==> src/rtl/spi_pkg.sv <==
// Shared SPI definitions: mode encodings, CPOL/CPHA decode, word size and
// the byte engine's state type.
package spi_pkg;

  localparam int SPI_MODE0 = 0;
  localparam int SPI_MODE1 = 1;
  localparam int SPI_MODE2 = 2;
  localparam int SPI_MODE3 = 3;

  localparam int SPI_BITS  = 8;
  localparam int SPI_EDGES = 2 * SPI_BITS;

  typedef enum logic [1:0] {
    ST_IDLE,
    ST_SHIFT,
    ST_DONE
  } spi_state_e;

  function automatic logic cpol(input logic [1:0] mode);
    return mode[1];
  endfunction

  function automatic logic cpha(input logic [1:0] mode);
    return mode[0];
  endfunction

endpackage

==> src/rtl/spi_edge_gen.sv <==
// SCLK generator for one byte transfer. A start pulse arms the half-bit
// counter. Each wrap of that counter toggles sclk. The leading/trailing
// pulses are registered alongside sclk, so each pulse is high in the same
// cycle the corresponding edge becomes visible. done_pulse coincides with
// the final (16th) edge.
module spi_edge_gen
  import spi_pkg::*;
#(
  parameter logic CPOL              = 1'b0,
  parameter int   CLKS_PER_HALF_BIT = 2
) (
  input  logic clk,
  input  logic rst,
  input  logic start,
  output logic sclk,
  output logic leading_pulse,
  output logic trailing_pulse,
  output logic done_pulse
);

  if (CLKS_PER_HALF_BIT < 2) begin : g_bad_half_bit
    $error("spi_edge_gen: CLKS_PER_HALF_BIT must be >= 2");
  end

  localparam int             HW        = $clog2(CLKS_PER_HALF_BIT);
  localparam logic [HW-1:0]  HALF_LAST = HW'(CLKS_PER_HALF_BIT - 1);
  localparam logic [3:0]     EDGE_LAST = 4'(SPI_EDGES - 1);

  logic          active;
  logic [HW-1:0] half_cnt;
  logic [3:0]    edge_cnt;

  // Half-bit timing, edge counting and per-edge strobes.
  always_ff @(posedge clk) begin
    if (rst) begin
      active         <= 1'b0;
      half_cnt       <= '0;
      edge_cnt       <= '0;
      sclk           <= CPOL;
      leading_pulse  <= 1'b0;
      trailing_pulse <= 1'b0;
      done_pulse     <= 1'b0;
    end else begin
      leading_pulse  <= 1'b0;
      trailing_pulse <= 1'b0;
      done_pulse     <= 1'b0;
      if (start) begin
        active   <= 1'b1;
        half_cnt <= '0;
        edge_cnt <= '0;
        sclk     <= CPOL;
      end else if (active) begin
        if (half_cnt == HALF_LAST) begin
          half_cnt       <= '0;
          sclk           <= ~sclk;
          edge_cnt       <= edge_cnt + 4'd1;
          // edge_cnt holds edges already made; even count -> next is odd (leading)
          leading_pulse  <= ~edge_cnt[0];
          trailing_pulse <= edge_cnt[0];
          if (edge_cnt == EDGE_LAST) begin
            done_pulse <= 1'b1;
            active     <= 1'b0;
          end
        end else begin
          half_cnt <= half_cnt + HW'(1);
        end
      end
    end
  end

endmodule

==> src/rtl/spi_master_byte.sv <==
// Byte-wide SPI master: accepts a byte on tx_dv/tx_ready, shifts it out
// MSB-first on mosi while capturing miso, and returns the received byte
// with a one-cycle rx_dv. Chip select is handled upstream.
module spi_master_byte
  import spi_pkg::*;
#(
  parameter int SPI_MODE          = 0,
  parameter int CLKS_PER_HALF_BIT = 2
) (
  input  logic       clk,
  input  logic       rst,
  input  logic [7:0] tx_byte,
  input  logic       tx_dv,
  output logic       tx_ready,
  output logic [7:0] rx_byte,
  output logic       rx_dv,
  output logic       sclk,
  output logic       mosi,
  input  logic       miso
);

  if (SPI_MODE < SPI_MODE0 || SPI_MODE > SPI_MODE3) begin : g_bad_mode
    $error("spi_master_byte: SPI_MODE must be 0..3");
  end

  localparam logic CPOL = cpol(2'(SPI_MODE));
  localparam logic CPHA = cpha(2'(SPI_MODE));

  spi_state_e state;
  logic [7:0] tx_shift;
  logic [7:0] rx_shift;
  logic [7:0] rx_next;
  logic       accept;
  logic       sample;
  logic       advance;
  logic       leading_pulse;
  logic       trailing_pulse;
  logic       done_pulse;

  spi_edge_gen #(
    .CPOL              (CPOL),
    .CLKS_PER_HALF_BIT (CLKS_PER_HALF_BIT)
  ) u_edge_gen (
    .clk            (clk),
    .rst            (rst),
    .start          (accept),
    .sclk           (sclk),
    .leading_pulse  (leading_pulse),
    .trailing_pulse (trailing_pulse),
    .done_pulse     (done_pulse)
  );

  // Decode which edges sample miso and which advance mosi for this mode.
  always_comb begin
    accept  = tx_dv & tx_ready;
    sample  = 1'b0;
    advance = 1'b0;
    if (CPHA) begin
      sample  = trailing_pulse;
      advance = leading_pulse;
    end else begin
      sample  = leading_pulse;
      advance = trailing_pulse & ~done_pulse;
    end
    // With CPHA=1 the last sample lands in the done cycle, so rx_byte is
    // loaded from the post-sample value rather than the stale register.
    rx_next = sample ? {rx_shift[6:0], miso} : rx_shift;
  end

  // Handshake FSM plus transmit/receive shift registers.
  always_ff @(posedge clk) begin
    if (rst) begin
      state    <= ST_IDLE;
      tx_ready <= 1'b1;
      rx_dv    <= 1'b0;
      rx_byte  <= '0;
      mosi     <= 1'b0;
      tx_shift <= '0;
      rx_shift <= '0;
    end else begin
      rx_dv <= 1'b0;
      unique case (state)
        ST_IDLE, ST_DONE: begin
          if (tx_dv) begin
            state    <= ST_SHIFT;
            tx_ready <= 1'b0;
            // CPHA=0 puts bit 7 out immediately, so the register keeps bit 6 next
            tx_shift <= CPHA ? tx_byte : {tx_byte[6:0], 1'b0};
            if (!CPHA) mosi <= tx_byte[7];
          end else begin
            state    <= ST_IDLE;
            tx_ready <= 1'b1;
          end
        end
        ST_SHIFT: begin
          if (advance) begin
            mosi     <= tx_shift[7];
            tx_shift <= {tx_shift[6:0], 1'b0};
          end
          rx_shift <= rx_next;
          if (done_pulse) begin
            state    <= ST_DONE;
            tx_ready <= 1'b1;
            rx_dv    <= 1'b1;
            rx_byte  <= rx_next;
          end
        end
        default: state <= ST_IDLE;
      endcase
    end
  end

endmodule

==> config.mk <==
export PLATFORM = sky130hd
export DESIGN_NAME = spi_master_byte
export DESIGN_NICKNAME = d
export VERILOG_FILES = /design/src/rtl/spi_pkg.sv /design/src/rtl/spi_edge_gen.sv /design/src/rtl/spi_master_byte.sv
export SDC_FILE = /design/constraint.sdc
export NUM_CORES = 1
export LEC_CHECK = 0
export ABC_AREA = 1
export CORE_MARGIN = 2
export CORE_UTILIZATION = 59
export CTS_BUF_LIST = sky130_fd_sc_hd__clkbuf_4 sky130_fd_sc_hd__clkbuf_8
export DETAILED_ROUTE_END_ITERATION = 7
export PLACE_DENSITY_LB_ADDON = 0.25
export SLEW_MARGIN = 20
export SYNTH_ARGS = -nofsm -noshare
export SYNTH_HDL_FRONTEND = slang
export SYNTH_SLANG_ARGS = --single-unit
==> constraint.sdc <==
create_clock -name clk -period 2.51 [get_ports clk]
set_input_delay 0.753 -clock clk [delete_from_list [all_inputs] [get_ports clk]]
set_output_delay 0.753 -clock clk [all_outputs]
set_load 0.05 [all_outputs]
==> results.ini, run 1 <==
[outcome]
run_status = complete, no violations

[route]
post_drt_wl_per_cell_um = 11.5
routed_wl_um = 3120
firstDrtPassIters = 4
vias = 1422
first_iter_violations = 37
antenna_left = 0
via_per_inst = 5.23
drc_errors = 0

[setup_path]
cp_slowest_cell = clkdlybuf4s50_1
cpLargestDelayFamily = buffers and inverters
critPathArrivalTime_ps = 1530
cp_num_buf_inv = 1
required_ps = 1760
critical_path.cell_chain = clkdlybuf4s50_1
end_kind = output port
path_max_fanout = 2
worst-setup-path-type = register to output port
crit_path_start_kind = register
critPathMaxStageDelay_ps = 820

[clocking]
postCtsSetupRepairBufs = 0
cts_tree = yes
htree_num_levels = 2
cts_made_buffers = 5
path_clk_slew_ps = 110
clock_path_buffers = 2
hold_buffers = 0
clock_latency_ps = 340
cts_root_buf = clkbuf_4
clkSinkCount = 38
cts_resized = 0

[pwr]
ir_drop_v = 0.000586
p_leak_nw = 0.842
power.density_nw_per_um2 = 593
power_mw = 1.13

[timing]
timing.hold.ws_ps = 485
fin_crit_ps = 2290
fin_skew_ps = 12.6
slew_headroom = 0.667
finalCritPeriodShare = 0.910
hold_viol_final = 0
setup_ws_ps = 225
tns_ps = 0
max_freq_mhz = 438
rsz0062_at_grt = false
drv_slew = 0
worst_slew_pin_slew_ps = 499
finalSetupViolCount = 0

[floorplan]
die_h_um = 56.2
start_util = 0.638
dieArea_um2 = 3160
rows = 18
core_um2 = 2520
pin_count = 24
die_w_um = 56.2

[yosys]
seq_area_frac_synth = 0.473
mappedNetlistNets = 228
ys.warnings.count = 0
syn_inst = 215
yosysTopAreaCell = dfxtp_1
synthTopCellsByArea = dfxtp_1 (47%), nand2_1 (11%), nor2_1 (6.3%)
syn_area_per_cell_um2 = 7.48
synth_top_area_frac = 0.473
syn_area_um2 = 1610
ys_ff_latch = 38
synthDistinctLibCells = 20

[place]
numPortBuffers = 23
routabilityCongestion = 0.789
dp_worst_setup_slack_ps = 379
dp_hpwl_um = 2340

[global_route]
track_usage = 0.218
antenna_found_initial = 0
grt_pass1_wl_um = 5430
grt_pass1_vias = 1342
grt_max_degree = 25
grt_overflow = 0

[final_layout]
synthToLayoutAreaGrowth_pct = 18.8
drive_above_1_share = 0.107
layout.nets = 254
diodes = 0

[worst_hold_path]
min-delay-path-class = register to register

[flow_run]
cap_violations = 0

==> sequential cells by signal, summed over array words and instances, names as in the netlist, 2 cells and up <==
register and cells:
tx_shift 7, u_edge_gen.edge_cnt 4, rx_byte 8, rx_shift 8, state 2
==> tightest hold or removal path: stages (launching register included) <==
cell	delay, ps
dfxtp_1	330
nor2_1	80
nor2_1	50
==> metrics by stage <==
stage | instances | area (µm²) | utilization
floorplan | 215 | 1610 | -
global placement | 264 | 1850 | 0.733
detailed placement | 264 | 1850 | 0.733
CTS | 272 | 1910 | 0.758
global route | 272 | 1910 | 0.758
finish | 272 | 1910 | 0.758
==> worst paths after layout <==
| kind | from | endpoint | slack (ps) | depth (start not counted) |
|---|---|---|---|---|
| min | u_edge_gen.active | u_edge_gen.half_cnt | 490 | 2 |
| min reg2reg | u_edge_gen.active | u_edge_gen.half_cnt | 490 | 2 |
| max reg2reg | state[0] | tx_shift[7] | 1140 | 6 |
| max | u_edge_gen.sclk | sclk | 220 | 1 |
==> cell usage after synthesis <==
master,number
nand2_1,46
dfxtp_1,38
nor2_1,27
inv_1,21
o21ai_0,20
nand3_1,18
a21oi_1,14
or2_2,7
o21ai_1,6
inv_2,3
buf_2,2
buf_4,2
nand2_2,2
nor2_4,2
nor2_8,2
buf_6,1
ha_1,1
mux2i_1,1
nand2_4,1
nor3_1,1
==> cell type report <==
cell class / instances / area, µm²
fillers: 208 / 611
inverters: 24 / 90.1
multi-input cells: 148 / 722
well taps: 30 / 37.5
clock inverters: 2 / 12.5
repair buffers: 24 / 238
flip-flops and latches: 38 / 761
clock buffers: 6 / 51.3
==> kinds of logic after synthesis <==
kind of cell	synth area share
AO/OA/AOI/OAI	0.124
adder cells (fa/ha/maj)	0.00777
buffers and inverters	0.0785
flip-flops	0.473
multiplexers	0.00622
AND/OR/NAND/NOR	0.310
==> placed cells by master, fill, tap and decap left out, drive strengths merged <==
| cell type | synthesis | final |
|---|---|---|
| a21oi | 14 | 14 |
| dfxtp | 38 | 38 |
| nor3 | 1 | 1 |
| clkinvlp | 0 | 1 |
| inv | 24 | 24 |
| buf | 5 | 1 |
| ha | 1 | 1 |
| nand2 | 49 | 49 |
| mux2i | 1 | 1 |
| nand3 | 18 | 18 |
| o21ai | 26 | 26 |
| clkbuf | 0 | 6 |
| or2 | 7 | 7 |
| clkinv | 0 | 1 |
| nor2 | 31 | 31 |
| clkdlybuf4s50 | 0 | 23 |
==> per-layer routing <==
layer  GRT usage  wire [µm]  up-vias
li1            -          -      735
met1       0.268       1420      645
met2       0.361       1510       33
met3      0.0581        138        9
met4      0.0884         59        0
met5           0          0        -
==> report_power, final <==
part,switching (mW),internal (mW)
clock network,0.198,0.135
registers,0.0181,0.631
logic,0.0884,0.0636
(Power assumes the default switching activity.)
==> inputs of run 2 (changes only) <==
--- a/config.mk
+++ b/config.mk
@@ -7,7 +7,7 @@
 export LEC_CHECK = 0
 export ABC_AREA = 1
 export CORE_MARGIN = 2
-export CORE_UTILIZATION = 59
+export CORE_UTILIZATION = 44
 export CTS_BUF_LIST = sky130_fd_sc_hd__clkbuf_4 sky130_fd_sc_hd__clkbuf_8
 export DETAILED_ROUTE_END_ITERATION = 7
 export PLACE_DENSITY_LB_ADDON = 0.25
==> run 2 against run 1 <==
Against the previous run:
- via count down 4.2%
- clock skew about the same
- total power up 0.34%
- sequential cell count unchanged
- critical path type unchanged
- design area up 1.0%
- critical path depth unchanged
==> results.ini, run 2 (synthesis gave the netlist of run 1 again) <==
[floorplan]
die_h_um = 64.5
dieArea_um2 = 4160
die_w_um = 64.5
core_um2 = 3420
start_util = 0.471
rows = 21
pin_count = 24

[clocking]
cts_made_buffers = 5
cts_tree = yes
postCtsSetupRepairBufs = 0
clkSinkCount = 38
hold_buffers = 0
htree_num_levels = 2
path_clk_slew_ps = 110
cts_resized = 0
clock_latency_ps = 340
cts_root_buf = clkbuf_4
clock_path_buffers = 2

[timing]
worst_slew_pin_slew_ps = 492
slew_headroom = 0.671
setup_ws_ps = 250
max_freq_mhz = 443
finalSetupViolCount = 0
fin_skew_ps = 12.4
fin_crit_ps = 2260
tns_ps = 0
finalCritPeriodShare = 0.900
rsz0062_at_grt = false
hold_viol_final = 0
drv_slew = 0

[route]
via_per_inst = 4.73
vias = 1362
antenna_left = 0
drc_errors = 0
routed_wl_um = 2940
firstDrtPassIters = 4
first_iter_violations = 73
post_drt_wl_per_cell_um = 10.2

[place]
placed_cells = 280
dp_hpwl_um = 2030
routabilityCongestion = 0.745
dp_worst_setup_slack_ps = 433
numPortBuffers = 23

[final_layout]
diodes = 0
layout_commonest_cell = nand2_1
layoutNonFillerInstCount = 288
final_cell_mix = nand2_1 (46), dfxtp_1 (38), nor2_1 (27)
reg_top3 = rx_byte (8), rx_shift (8), tx_shift (7)
layout.nets = 254
synthToLayoutAreaGrowth_pct = 20.1
fin_util = 0.566
drive_above_1_share = 0.107

[pwr]
p_leak_nw = 0.847
ir_drop_v = 0.000446
switchingPower_mw = 0.297
power.density_nw_per_um2 = 589
switching_share = 0.261
intPower_mw = 0.841
seq_power_share = 0.570
pwr-share-clk = 0.299
p_comb_frac = 0.131

[setup_path]
path_max_fanout = 3
r2r_start = state[0]
cp_num_buf_inv = 1
worst-setup-path-type = register to output port
critical_path.cell_chain = clkdlybuf4s50_1
crit_cells = 1
rrSetupSlack_ps = 1150
crit_path_start_kind = register
critPathArrivalTime_ps = 1510
rr_endpoint = tx_shift[5]
rr_worst_depth = 6
cp_slowest_cell = clkdlybuf4s50_1
critPathMaxStageDelay_ps = 810
cpLargestDelayFamily = buffers and inverters
required_ps = 1760
end_kind = output port

[outcome]
run_status = complete, no violations

[global_route]
grt_overflow = 0
grt_pass1_vias = 1216
grt_pass1_wl_um = 5290
grt_max_degree = 25
track_usage = 0.163
antenna_found_initial = 0

[worst_hold_path]
min-delay-path-class = register to register
hold-path-endpoint = u_edge_gen.leading_pulse
hp-start = u_edge_gen.edge_cnt[0]
min_path_cells = 1

[flow_run]
cap_violations = 0

==> run 2: stage by stage <==
| step | total power, mW | hold slack (ps) | instance area, µm² |
|---|---|---|---|
| after floorplan | 0.772 | 430 | 1610 |
| after global placement | 0.810 | 449 | 1870 |
| after detailed placement | 0.812 | 456 | 1870 |
| after CTS | 1.14 | 473 | 1930 |
| after global routing | 1.21 | 506 | 1930 |
| final | 1.14 | 472 | 1930 |
==> run 2: worst max-delay path by stage <==
| stage | startpoint | endpoint | slack, ps |
|---|---|---|---|
| floorplan | u_edge_gen.sclk | sclk | 1140 |
| global placement | tx_dv | tx_shift[3] | 470 |
| detailed placement | tx_dv | tx_shift[5] | 430 |
| CTS | tx_ready | tx_ready | 230 |
| global route | tx_ready | tx_ready | 190 |
| finish | tx_ready | tx_ready | 250 |
==> run 2: area by class of cell <==
type	count	area, µm²
sequential	38	761
tap	46	57.6
clock inverter	1	5.00
multi-input combinational	148	722
clock buffer	7	58.8
timing repair buffer	24	238
fill	331	1480
inverter	24	90.1
==> run 2: routing by layer <==
| layer | wire length, µm | track usage |
|---|---|---|
| met1 | 1430 | 0.214 |
| met2 | 1390 | 0.253 |
| met3 | 98 | 0.0573 |
| met4 | 19 | 0.0479 |
| met5 | 0 | 0 |
==> run 2: power by group through the flow <==
stage / combinational, mW / clock, mW / sequential [mW]
global placement: 0.149 / 0 / 0.661
floorplan: 0.103 / 0 / 0.669
CTS: 0.151 / 0.345 / 0.648
finish: 0.149 / 0.340 / 0.648
detailed placement: 0.150 / 0 / 0.662
global route: 0.175 / 0.379 / 0.652
